## config.mk

```make
export PLATFORM = sky130hd
export DESIGN_NAME = mips_mc_control_flat
export DESIGN_NICKNAME = d
export VERILOG_FILES = /design/src/rtl/mips_mc_control_if.sv /design/src/rtl/mips_mc_control.sv /design/src/flat_wrapper.sv
export SDC_FILE = /design/constraint.sdc
export NUM_CORES = 1
export LEC_CHECK = 0
export CAP_MARGIN = 10
export CORE_ASPECT_RATIO = 1.4
export CORE_UTILIZATION = 47
export CTS_CLUSTER_DIAMETER = 80
export DETAILED_ROUTE_END_ITERATION = 6
export MAX_ROUTING_LAYER = met4
export PLACE_DENSITY = 0.8
export SLEW_MARGIN = 10
export SYNTH_ARGS = -nofsm -noshare
export SYNTH_HDL_FRONTEND = slang
export SYNTH_SLANG_ARGS = --single-unit
```

## constraint.sdc

```tcl
create_clock -name clk -period 2.17 [get_ports clk]
set_clock_uncertainty 0.05 [all_clocks]
set_input_delay 0.217 -clock clk [delete_from_list [all_inputs] [get_ports clk]]
set_output_delay 0.217 -clock clk [all_outputs]
set_load 0.005 [all_outputs]
```

## src/rtl/mips_mc_control_if.sv

```systemverilog
// Control bus between the multicycle control FSM and the MIPS datapath.
// The master (the controller) reads the instruction fields and the zero flag and drives every enable and select.
interface mips_mc_control_if;
    logic [5:0] opcode;
    logic [5:0] funct;
    logic       zero;
    logic       pc_en;
    logic       i_or_d;
    logic       mem_read;
    logic       mem_write;
    logic       ir_write;
    logic       reg_dst;
    logic       mem_to_reg;
    logic       reg_write;
    logic       alu_src_a;
    logic [1:0] alu_src_b;
    logic [1:0] pc_source;
    logic [2:0] alu_op;

    modport master (
        input  opcode, funct, zero,
        output pc_en, i_or_d, mem_read, mem_write, ir_write, reg_dst,
               mem_to_reg, reg_write, alu_src_a, alu_src_b, pc_source, alu_op
    );

    modport slave (
        output opcode, funct, zero,
        input  pc_en, i_or_d, mem_read, mem_write, ir_write, reg_dst,
               mem_to_reg, reg_write, alu_src_a, alu_src_b, pc_source, alu_op
    );
endinterface

```

## src/rtl/mips_mc_control.sv

```systemverilog
// Multicycle MIPS main control FSM: Moore-decoded datapath controls,
// a retired-instruction counter and an illegal-instruction flag.
module mips_mc_control #(
    parameter int CNT_W = 32
) (
    input  logic                 clk,
    input  logic                 rst_n,
    mips_mc_control_if.master    ctl,
    output logic                 illegal_op,
    output logic [3:0]           state,
    output logic [CNT_W-1:0]     retired
);

    typedef enum logic [3:0] {
        S_FETCH    = 4'd0,
        S_DECODE   = 4'd1,
        S_MEMADR   = 4'd2,
        S_MEMRD    = 4'd3,
        S_MEMWB    = 4'd4,
        S_MEMWR    = 4'd5,
        S_RTYPE_EX = 4'd6,
        S_RTYPE_WB = 4'd7,
        S_BEQ_EX   = 4'd8,
        S_JUMP     = 4'd9,
        S_ADDI_EX  = 4'd10,
        S_ADDI_WB  = 4'd11
    } state_t;

    localparam logic [5:0] OP_RTYPE = 6'b000000;
    localparam logic [5:0] OP_J     = 6'b000010;
    localparam logic [5:0] OP_BEQ   = 6'b000100;
    localparam logic [5:0] OP_ADDI  = 6'b001000;
    localparam logic [5:0] OP_LW    = 6'b100011;
    localparam logic [5:0] OP_SW    = 6'b101011;

    localparam logic [2:0] ALU_AND = 3'b000;
    localparam logic [2:0] ALU_OR  = 3'b001;
    localparam logic [2:0] ALU_ADD = 3'b010;
    localparam logic [2:0] ALU_SUB = 3'b110;
    localparam logic [2:0] ALU_SLT = 3'b111;

    state_t cur_state, next_state;
    logic   retire;
    logic   c_pc_en, c_i_or_d, c_mem_read, c_mem_write, c_ir_write;
    logic   c_reg_dst, c_mem_to_reg, c_reg_write, c_alu_src_a, c_illegal;
    logic [1:0] c_alu_src_b, c_pc_source;
    logic [2:0] c_alu_op, funct_alu_op;
    logic       funct_ok;

    always_ff @(posedge clk or negedge rst_n) begin
        if (!rst_n) begin
            cur_state <= S_FETCH;
            retired   <= '0;
        end else begin
            cur_state <= next_state;
            if (retire) retired <= retired + CNT_W'(1);
        end
    end

    always_comb begin
        funct_ok     = 1'b1;
        funct_alu_op = ALU_ADD;
        case (ctl.funct)
            6'b100000: funct_alu_op = ALU_ADD;
            6'b100010: funct_alu_op = ALU_SUB;
            6'b100100: funct_alu_op = ALU_AND;
            6'b100101: funct_alu_op = ALU_OR;
            6'b101010: funct_alu_op = ALU_SLT;
            default:   funct_ok     = 1'b0;
        endcase
    end

    always_comb begin
        next_state   = S_FETCH;
        retire       = 1'b0;
        c_pc_en      = 1'b0;
        c_i_or_d     = 1'b0;
        c_mem_read   = 1'b0;
        c_mem_write  = 1'b0;
        c_ir_write   = 1'b0;
        c_reg_dst    = 1'b0;
        c_mem_to_reg = 1'b0;
        c_reg_write  = 1'b0;
        c_alu_src_a  = 1'b0;
        c_alu_src_b  = 2'b00;
        c_pc_source  = 2'b00;
        c_alu_op     = ALU_AND;
        c_illegal    = 1'b0;
        case (cur_state)
            S_FETCH: begin
                c_mem_read  = 1'b1;
                c_ir_write  = 1'b1;
                c_alu_src_b = 2'b01;
                c_alu_op    = ALU_ADD;
                c_pc_en     = 1'b1;
                next_state  = S_DECODE;
            end
            S_DECODE: begin
                // ALU precomputes the branch target while the opcode is decoded.
                c_alu_src_b = 2'b11;
                c_alu_op    = ALU_ADD;
                case (ctl.opcode)
                    OP_LW, OP_SW: next_state = S_MEMADR;
                    OP_RTYPE: begin
                        if (funct_ok) next_state = S_RTYPE_EX;
                        else          c_illegal  = 1'b1;
                    end
                    OP_BEQ:  next_state = S_BEQ_EX;
                    OP_ADDI: next_state = S_ADDI_EX;
                    OP_J:    next_state = S_JUMP;
                    default: c_illegal  = 1'b1;
                endcase
            end
            S_MEMADR: begin
                c_alu_src_a = 1'b1;
                c_alu_src_b = 2'b10;
                c_alu_op    = ALU_ADD;
                next_state  = (ctl.opcode == OP_SW) ? S_MEMWR : S_MEMRD;
            end
            S_MEMRD: begin
                c_mem_read = 1'b1;
                c_i_or_d   = 1'b1;
                next_state = S_MEMWB;
            end
            S_MEMWB: begin
                c_reg_write  = 1'b1;
                c_mem_to_reg = 1'b1;
                retire       = 1'b1;
            end
            S_MEMWR: begin
                c_mem_write = 1'b1;
                c_i_or_d    = 1'b1;
                retire      = 1'b1;
            end
            S_RTYPE_EX: begin
                c_alu_src_a = 1'b1;
                c_alu_op    = funct_alu_op;
                next_state  = S_RTYPE_WB;
            end
            S_RTYPE_WB: begin
                c_reg_write = 1'b1;
                c_reg_dst   = 1'b1;
                retire      = 1'b1;
            end
            S_BEQ_EX: begin
                c_alu_src_a = 1'b1;
                c_alu_op    = ALU_SUB;
                c_pc_source = 2'b01;
                c_pc_en     = ctl.zero;
                retire      = 1'b1;
            end
            S_JUMP: begin
                c_pc_source = 2'b10;
                c_pc_en     = 1'b1;
                retire      = 1'b1;
            end
            S_ADDI_EX: begin
                c_alu_src_a = 1'b1;
                c_alu_src_b = 2'b10;
                c_alu_op    = ALU_ADD;
                next_state  = S_ADDI_WB;
            end
            S_ADDI_WB: begin
                c_reg_write = 1'b1;
                retire      = 1'b1;
            end
            default: next_state = S_FETCH;
        endcase
    end

    // Gating with rst_n drops every strobe the moment reset asserts, without waiting for a clock edge.
    assign ctl.pc_en      = rst_n & c_pc_en;
    assign ctl.i_or_d     = rst_n & c_i_or_d;
    assign ctl.mem_read   = rst_n & c_mem_read;
    assign ctl.mem_write  = rst_n & c_mem_write;
    assign ctl.ir_write   = rst_n & c_ir_write;
    assign ctl.reg_dst    = rst_n & c_reg_dst;
    assign ctl.mem_to_reg = rst_n & c_mem_to_reg;
    assign ctl.reg_write  = rst_n & c_reg_write;
    assign ctl.alu_src_a  = rst_n & c_alu_src_a;
    assign ctl.alu_src_b  = rst_n ? c_alu_src_b : 2'b00;
    assign ctl.pc_source  = rst_n ? c_pc_source : 2'b00;
    assign ctl.alu_op     = rst_n ? c_alu_op    : 3'b000;
    assign illegal_op     = rst_n & c_illegal;
    assign state          = cur_state;

endmodule

```

## src/flat_wrapper.sv

```systemverilog
// flat-port wrapper written by rule: the top's interface ports become plain ports
module mips_mc_control_flat 
#(
    parameter int CNT_W = 32
)
  (clk, rst_n, illegal_op, state, retired, ctl_opcode, ctl_funct, ctl_zero, ctl_pc_en, ctl_i_or_d, ctl_mem_read, ctl_mem_write, ctl_ir_write, ctl_reg_dst, ctl_mem_to_reg, ctl_reg_write, ctl_alu_src_a, ctl_alu_src_b, ctl_pc_source, ctl_alu_op);
  mips_mc_control_if ctl_i ();
  input  logic clk;
  input  logic rst_n;
  output logic illegal_op;
  output logic [3:0] state;
  output logic [CNT_W-1:0] retired;
  input wire logic [$bits(ctl_i.opcode)-1:0] ctl_opcode;
  input wire logic [$bits(ctl_i.funct)-1:0] ctl_funct;
  input wire logic [$bits(ctl_i.zero)-1:0] ctl_zero;
  output wire logic [$bits(ctl_i.pc_en)-1:0] ctl_pc_en;
  output wire logic [$bits(ctl_i.i_or_d)-1:0] ctl_i_or_d;
  output wire logic [$bits(ctl_i.mem_read)-1:0] ctl_mem_read;
  output wire logic [$bits(ctl_i.mem_write)-1:0] ctl_mem_write;
  output wire logic [$bits(ctl_i.ir_write)-1:0] ctl_ir_write;
  output wire logic [$bits(ctl_i.reg_dst)-1:0] ctl_reg_dst;
  output wire logic [$bits(ctl_i.mem_to_reg)-1:0] ctl_mem_to_reg;
  output wire logic [$bits(ctl_i.reg_write)-1:0] ctl_reg_write;
  output wire logic [$bits(ctl_i.alu_src_a)-1:0] ctl_alu_src_a;
  output wire logic [$bits(ctl_i.alu_src_b)-1:0] ctl_alu_src_b;
  output wire logic [$bits(ctl_i.pc_source)-1:0] ctl_pc_source;
  output wire logic [$bits(ctl_i.alu_op)-1:0] ctl_alu_op;
  assign ctl_i.opcode = ctl_opcode;
  assign ctl_i.funct = ctl_funct;
  assign ctl_i.zero = ctl_zero;
  assign ctl_pc_en = ctl_i.pc_en;
  assign ctl_i_or_d = ctl_i.i_or_d;
  assign ctl_mem_read = ctl_i.mem_read;
  assign ctl_mem_write = ctl_i.mem_write;
  assign ctl_ir_write = ctl_i.ir_write;
  assign ctl_reg_dst = ctl_i.reg_dst;
  assign ctl_mem_to_reg = ctl_i.mem_to_reg;
  assign ctl_reg_write = ctl_i.reg_write;
  assign ctl_alu_src_a = ctl_i.alu_src_a;
  assign ctl_alu_src_b = ctl_i.alu_src_b;
  assign ctl_pc_source = ctl_i.pc_source;
  assign ctl_alu_op = ctl_i.alu_op;
  mips_mc_control #(.CNT_W(CNT_W)) u_core (.clk(clk), .rst_n(rst_n), .ctl(ctl_i), .illegal_op(illegal_op), .state(state), .retired(retired));
endmodule
```

**Word-level counts from Yosys, hierarchy flattened**

Cells that the tools add are included.

- Output and inout bits: 53
- Flip-flop bits (word level): 36
- Word-level logic and storage cells: 72
- Input port bits: 15

- Reductions and logical operators: 13
- $add $sub $neg: 1
- Equal/unequal tests: 21
- Bitwise logic cells: 10
- Multiplexer cells: 25

Operators with widths:

| operator | count |
|---|---|
| $eq A6 B6 Y1 const B | 7 |
| $add A32 B1 Y32 const B | 1 |
| $pmux W4 S6 | 1 |
| $pmux W4 S5 | 1 |
| $eq A4 B3 Y1 const B | 4 |
| $eq A4 B4 Y1 const B | 4 |
| $mux W1 | 12 |
| $pmux W3 S4 | 1 |
| $and A1 B1 Y1 | 10 |
| $reduce_or A2 Y1 | 5 |
| $reduce_or A5 Y1 | 2 |
| $mux W3 | 3 |
| $pmux W3 S3 | 1 |
| $eq A4 B2 Y1 const B | 2 |
| $reduce_or A4 Y1 | 2 |
| $eq A6 B2 Y1 const B | 1 |
| $eq A6 B3 Y1 const B | 1 |
| $eq A6 B4 Y1 const B | 1 |
| $logic_not A6 Y1 | 1 |
| $pmux W2 S3 | 1 |
| $reduce_or A6 Y1 | 1 |
| $eq A4 B1 Y1 const B | 1 |
| $logic_not A4 Y1 | 1 |
| $mux W2 | 2 |
| other kinds (3) | 4 |

**Depth between registers and ports, before layout**

Gate-level depths: netlist (run 1).

- Depth after elaboration: 7
- Depth in mapped cells: 7
- Gate-level depth less buffers: 5

**Least setup slack after synthesis (run 1)**

Ideal clock, no wire load.

- Kind: register to register
- From: register u_core.cur_state[3] (netlist: u_core.state[3])
- To: register u_core.retired[1]
- Data required time: 1.995 ns
- Cell stages (with the launch flop): 6
- Path slack: 0.484 ns
- Buffers on the path: 2
- Clock period less this slack: 1.686 ns
- Setup time: 0.125 ns
- Data arrival time: 1.512 ns
- Cells stage by stage: dfrtp_1 buf_2 xor2_2 and2_1 clkbuf_1 mux2_2

- Longest elaborated chain between the ends: 3
- Elaborated cells between the ends (all ways): 8

Ends and longest elaborated chain:

| element | RTL line | RTL |
|---|---|---|
| start, declared | mips_mc_control.sv:42 | `state_t cur_state, next_state;` |
| start signal, assigned | mips_mc_control.sv:55 | `cur_state <= next_state;` |
| $eq A4 B3 Y1 / $eq A4 B4 Y1 (equally long branches) | mips_mc_control.sv:89 | `case (cur_state)` |
| $reduce_or A6 Y1 (no source line) * | -- |  |
| $mux W1 * | mips_mc_control.sv:89 |  |
| end signal, assigned | mips_mc_control.sv:56 | `if (retire) retired <= retired + CNT_W'(1);` |
| end, declared | mips_mc_control.sv:11 | `output logic [CNT_W-1:0] retired` |

Every way passes the cells marked *; elsewhere a longest branch is shown, timed or not.
A chain may end at the register's enable or synchronous reset.

**Worst setup path in the final report (run 1)**

- From: register u_core.cur_state[3] (netlist: u_core.state[3])
- To: output port ctl_mem_read

- Longest elaborated chain between the ends: 4
- Elaborated cells between the ends (all ways): 5

Ends and longest elaborated chain:

| element | RTL line | RTL |
|---|---|---|
| $eq A4 B2 Y1 / $logic_not A4 Y1 (equally long branches) | mips_mc_control.sv:89 |  |
| $reduce_or A2 Y1 (no source line) * | -- |  |
| $mux W1 * | mips_mc_control.sv:89 |  |
| $and A1 B1 Y1 * | mips_mc_control.sv:174 | `assign ctl.mem_read = rst_n & c_mem_read;` |
| end, declared | flat_wrapper.sv:18 | `output wire logic [$bits(ctl_i.mem_read)-1:0] ctl_mem_read;` |

Marks and branches as above.

==> run_results.csv, run 1 <==
group,metric,value,unit
outcome,status,"finished clean",
sta,grt_setup_unrepaired,"yes",
pwr,p_per_area,550,nW/um^2
route,drtIter0Drc,61,
placement,pre_cts_ws,-0.217,ns
synth,synth_flop_cell,"dfrtp_1",
hold_path,hold_class,"register to register",
global_route,grt_first_pass_wirelength,9.23,mm
sta,fin_crit_sh,97.4,%
route,detail-route-antenna-nets,0,
placement,hpwl,4.01,mm
clocking,cts.htree.levels,2,
sta,timing.hold.ws,0.413,ns
pwr,leakagePower,0.00150,uW
pwr,vdd_ir_drop_max,0.428,mV
critical_path,crit_type,"register to output port",
route,via_per_inst,5.51,
run,maxCapViolations,0,
synth,syn_avg_cell_area,9.57,um^2
final_layout,seq_area,905,um^2
synth,yosysUniqueCellTypes,46,
sta,finalHoldViolations,0,
die,die_area,5090,um^2
global_route,antenna_found_initial,0,
clocking,cts_tree,"done",
final_layout,multi_input_area,1310,um^2
synth,netlist_top_cells_area,"dfrtp_1 40%, xor2_1 10%, nor4_2 6.1%, nor3_1 4.0%, xnor2_1 3.1%",
clocking,clock_latency,0.29,ns
synth,seq_area_frac_synth,39.9,%
synth,synth_top_area_share,39.9,%
route,routedWlPerCell,14.7,um
global_route,grt_pass1_vias,2097,
clocking,numClockSinks,36,
pwr,p_switching,520,uW
die,ios,68,
clocking,root_buffer,"clkbuf_8",
synth,yosysMostFrequentCell,"dfrtp_1",
final_layout,area_growth,46.7,%
synth,synth_compound_area_share,6.70,%
synth,synthAdderAreaFrac,0.554,%
synth,syn_area,2260,um^2
route,num_vias,2123,
die,core_region_area,4570,um^2
hold_path,hold_depth,1,
synth,synth_cells,236,
final_layout,diodes,0,
die,start_util,49.4,%
synth,synth.area.mux_share,0.941,%
sta,tightest_slew,0.507,ns
clocking,numCtsBuffers,5,
synth,synthArstFlopShare,100,%
global_route,track_usage,24.3,%
global_route,grt_start_max_net_pins,28,
global_route,grt_overflow,0,
clocking,clockBufferDepth,2,
sta,max_freq,0.473,GHz
synth,ys_ff_latch,36,
placement,placed_cell_area,3120,um^2
die,fp-row-count,29,
placement,numPlacedInstances,374,
critical_path,endpoint_kind,"output port",
pwr,combPwrFrac,28.0,%
sta,setup_viol,0,
critical_path,rr_worst_depth,4,
final_layout,nNetsFinal,339,
sta,slew_headroom,66.2,%
synth,synth_warnings,0,
sta,min_period,2.11,ns
pwr,pwr-share-clk,28.4,%
synth,synth_edf_count,0,
final_layout,final_area,3320,um^2
die,die_h,84.0,um
pwr,pwr-share-seq,43.6,%
sta,maxSlewViolCount,0,
synth,synth_fp_nets,252,
synth,synth_xor_area_share,13.9,%
synth,synth_common_cells,"36 x dfrtp_1, 26 x xor2_1, 18 x nor2_1, 18 x nor3_1, 17 x nand2_1",
critical_path,cp_data_required_time,1.90,ns
final_layout,fin_cells,385,
final_layout,nFillCells,360,
synth,synth_top_family_by_area,"simple AND/OR/NAND/NOR gates",
placement,place.gp.congestion,0.852,
placement,io_buffers,67,
pwr,p_int,1300,uW
die,die_x,60.6,um
critical_path,worstPathArrival,1.85,ns
pwr,switching_share,28.5,%
final_layout,drive_gt1_share,21.1,%
sta,setup_ws,0.0571,ns
route,drt_wl_total,5.66,mm
route,drc_errors,0,
critical_path,worstSetupStartpointType,"register",
synth,yosysTopAreaCell,"dfrtp_1",
route,firstDrtPassIters,4,
critical_path,crit_path_max_fanout,9,
clocking,clk_pin_slew,0.07,ns
synth,synth-simple-area-share,34.2,%
pwr,power,1820,uW
[power groups by stage]
stage | registers (uW) | clock network (uW) | logic, uW
2_1_floorplan | 772 | 0 | 193
3_3_place_gp | 811 | 0 | 421
3_5_place_dp | 811 | 0 | 428
4_1_cts | 800 | 524 | 434
5_1_grt | 805 | 551 | 557
6_report | 795 | 517 | 511
[critical path, stage by stage (launching register included)]
cell,delay [ns]
dfrtp_2,0.41
buf_4,0.16
nor2_1,0.16
nand2_2,0.10
nor3b_1,0.19
clkdlybuf4s50_1,0.53
[stage by stage]
stage	utilization [%]	setup TNS (ns)
6_report	72.5	0
5_1_grt	72.5	-0.0542
4_1_cts	70.9	0
3_5_place_dp	68.3	-0.217
3_3_place_gp	68.3	-0.163
2_1_floorplan	-	0
[per-layer routing]
| layer | global-route usage [%] | part of all wire (%) |
|---|---|---|
| met5 | - | 0 |
| met4 | 8.47 | 1.1 |
| met3 | 5.27 | 4.6 |
| met2 | 40.8 | 55 |
| met1 | 27.6 | 39 |
[flip-flops by register name, indices dropped and copies added (netlist names)]
signal,count
u_core.retired,32
u_core.state,4
[cell type report]
cell class,count,area share [%]
multi-input cells,179,39.6
flip-flops and latches,36,27.3
repair buffers,96,27.3
clock buffers,7,2.91
inverters,5,0.566
well taps,62,2.34
[cells in the final DEF, fill, tap and decap left out, types with 2 or more instances in the layout]
cell	synthesis	layout
dlygate4sd2_1	0	2
nor2_1	18	18
clkbuf_8	0	7
dfrtp_2	0	3
dlymetal6s2s_1	0	4
nand4_2	2	2
nor3_1	18	16
nor3_2	0	2
dfrtp_1	36	33
o21ai_0	5	5
buf_4	1	27
nand3_1	7	7
nor3b_1	3	2
and3_1	4	4
and4_1	2	2
inv_1	5	5
xnor2_1	8	8
nor4_2	11	12
nor4b_2	1	3
xor2_1	26	26
nand4_4	2	2
clkdlybuf4s50_1	0	60
nand4_1	6	6
nand2_1	17	16
a21oi_1	8	8
nor2b_1	4	3
nand3b_1	4	4
and2_1	4	4
nand2b_1	6	6
[cells by family (layout without fill, tap and decap cells)]
kind of cell	after synthesis	after routing
and+or+nand+nor	118	118
DFF	36	36
xor gates and xnor gates	35	35
AOI/OAI and AO/OA	23	23
buffers and inverters	21	108
muxes	2	2
adders and majority gates	1	1
[final timing paths]
path | start | to | slack [ns]
worst max-delay path | u_core.state[3] | ctl_mem_read | 0.06
worst min-delay path | u_core.retired[31] | u_core.retired[31] | 0.41
worst max register to register | u_core.retired[16] | u_core.retired[28] | 0.30
worst min register to register | u_core.retired[31] | u_core.retired[31] | 0.41
max in group asynchronous | rst_n | u_core.state[3] | 1.00
min in group asynchronous | rst_n | u_core.retired[10] | 0.49
[what timing repair did]
item,4_1_cts,5_1_grt
buffers inserted,1,2
hold endpoints to repair,9,0
resized for setup,6,12
hold buffers,1,0
pin swaps,0,3
setup endpoints to repair,5,8
(Power assumes the default switching activity.)
==> inputs of run 2 (changes only) <==
--- a/config.mk
+++ b/config.mk
@@ -9,6 +9,7 @@
 export CORE_ASPECT_RATIO = 1.4
 export CORE_UTILIZATION = 47
 export CTS_CLUSTER_DIAMETER = 80
+export CTS_CLUSTER_SIZE = 24
 export DETAILED_ROUTE_END_ITERATION = 6
 export MAX_ROUTING_LAYER = met4
 export PLACE_DENSITY = 0.8
==> constraint.sdc (replaced) <==
create_clock -name clk -period 2.17 [get_ports clk]
set_clock_uncertainty 0.05 [all_clocks]
set_input_delay 0.3255 -clock clk [delete_from_list [all_inputs] [get_ports clk]]
set_output_delay 0.3255 -clock clk [all_outputs]
set_load 0.005 [all_outputs]
==> run 2 against run 1 <==
Net effect:
- hold slack worse by 0.36 ns
- cell count is 1.8% higher
- first-iteration DRC count is 26% higher
- largest cell class unchanged
- setup slack worse by 0.044 ns
- critical endpoint is now ctl_ir_write
==> run_results.csv, run 2 (synthesized netlist as in run 1, its figures left out) <==
group,metric,value,unit
critical_path,endpoint_kind,"output port",
final_layout,largest_reg_flops,32,
die,ios,68,
critical_path,r2r-end,"u_core.retired[27]",
pwr,vdd_ir_drop_max,0.387,mV
sta,slew_headroom,65.5,%
pwr,leakagePower,0.00158,uW
route,num_vias,2145,
route,routedWlPerCell,14.6,um
sta,tightest_slew,0.518,ns
placement,place.gp.congestion,0.873,
route,detail-route-antenna-nets,0,
critical_path,crit_chain,"buf_4 -> nor2_1 -> nand2_2 -> nor3_2 -> clkdlybuf4s50_1",
die,core_region_area,4570,um^2
clocking,cts_hold_buf,0,
critical_path,crit_path_max_fanout,6,
die,die_h,84.0,um
hold_path,hold_class,"input pin to asynchronous set/reset pin",
placement,pre_cts_ws,-0.427,ns
route,drtIter0Drc,77,
clocking,numClockSinks,36,
route,via_per_inst,5.47,
die,die_area,5090,um^2
sta,setup_ws,0.0134,ns
final_layout,final_area,3350,um^2
critical_path,slowest_delay,0.52,ns
clocking,cts.htree.levels,2,
route,firstDrtPassIters,4,
critical_path,rr_worst_depth,4,
sta,maxSlewViolCount,0,
die,fp-row-count,29,
critical_path,worstSetupStartpointType,"register",
critical_path,crit_type,"register to output port",
clocking,clk_pin_slew,0.08,ns
placement,hpwl,4.18,mm
clocking,root_buffer,"clkbuf_8",
pwr,p_per_area,525,nW/um^2
critical_path,cp_data_required_time,1.79,ns
global_route,track_usage,25.0,%
final_layout,drive_gt1_share,24.2,%
die,die_x,60.6,um
clocking,clockBufferDepth,2,
final_layout,diodes,0,
critical_path,r2r-start,"u_core.retired[16]",
global_route,grt_overflow,0,
critical_path,slowest_stage,"clkdlybuf4s50_1",
sta,min_period,2.16,ns
sta,setup_viol,0,
global_route,grt_pass1_vias,2178,
final_layout,layout_common_cells,"49 x clkdlybuf4s50_1, 35 x buf_4, 33 x dfrtp_1",
placement,io_buffers,67,
sta,tns,0,ns
die,start_util,49.4,%
final_layout,final_common_cell,"clkdlybuf4s50_1",
clocking,cts_tree,"done",
route,drt_wl_total,5.74,mm
final_layout,area_growth,48.3,%
global_route,antenna_found_initial,0,
sta,grt_setup_unrepaired,"yes",
final_layout,largest-register,"u_core.retired",
final_layout,nNetsFinal,345,
sta,fin_crit_sh,99.4,%
clocking,numCtsBuffers,5,
route,drc_errors,0,
run,maxCapViolations,0,
global_route,grt_first_pass_wirelength,9.63,mm
placement,placed_cell_area,3140,um^2
sta,timing.hold.ws,0.0517,ns
sta,max_freq,0.464,GHz
sta,finalHoldViolations,0,
clocking,clock_latency,0.29,ns
outcome,status,"finished clean",
global_route,grt_start_max_net_pins,24,
critical_path,worstPathArrival,1.78,ns
critical_path,reg2reg_slack,0.25,ns
## run 2: changes by cell type in the layout (fill, tap and decap cells not counted), moves of 2 or more
cell,before,now
clkbuf_8,7,5
dlygate4sd2_1,2,10
nor3_2,2,4
buf_4,27,35
clkinv_2,0,2
clkdlybuf4s50_1,60,49
nor3_1,16,14
dlymetal6s2s_1,4,6
## run 2: stage by stage
stage,cells,total power (uW),utilization [%]
finish,392,1760,73.3
global route,392,1860,73.3
CTS,389,1760,71.8
detailed placement,376,1260,68.6
global placement,376,1250,68.6
floorplan,236,965,-
## run 2: worst max-delay path by stage
stage | startpoint | endpoint | slack (ns) | depth (start not counted)
floorplan | ctl_opcode[1] | illegal_op | 0.45 | 5
global placement | ctl_opcode[1] | illegal_op | -0.38 | 6
detailed placement | ctl_opcode[1] | illegal_op | -0.43 | 6
CTS | ctl_opcode[5] | illegal_op | -0.02 | 6
global route | u_core.state[2] | ctl_ir_write | -0.06 | 5
finish | u_core.state[2] | ctl_ir_write | 0.01 | 5
## run 2: repair_timing
item / CTS / global route
gates cloned: 0 / 0
pin swaps: 4 / 5
gates resized for setup: 19 / 17
endpoints found under the setup margin: 11 / 9
buffers inserted: 5 / 3
## run 2: per-layer routing
| layer | global-route usage [%] | vias up | routed length (um) |
|---|---|---|---|
| met2 | 43.4 | 68 | 3120 |
| met4 | 7.85 | 0 | 97 |
| met3 | 4.81 | 11 | 255 |
| met1 | 28.0 | 1048 | 2260 |
| li1 | - | 1018 | - |
| met5 | - | - | 0 |
## run 2: report_power, final
part | leakage [uW] | internal, uW | switching, uW | total (uW)
Sequential | 0.000491 | 712 | 71.2 | 784
Clock | 0.0000479 | 224 | 250 | 473
Combinational | 0.00104 | 285 | 219 | 504
## run 2: critical path, delay by kind of cell (launching register included)
family,cells,cell delay (ns)
AND/OR/NAND/NOR,3,0.39
buffers and inverters,2,0.67
flip-flops,1,0.44
## run 2: area by class of cell
cell class | instances | area (um^2)
Timing Repair Buffer | 102 | 926
Tap cell | 62 | 77.6
Fill cell | 366 | 1220
Sequential cell | 36 | 905
Clock buffer | 5 | 68.8
Clock inverter | 3 | 18.8
Inverter | 5 | 18.8
Multi-Input combinational cell | 179 | 1340
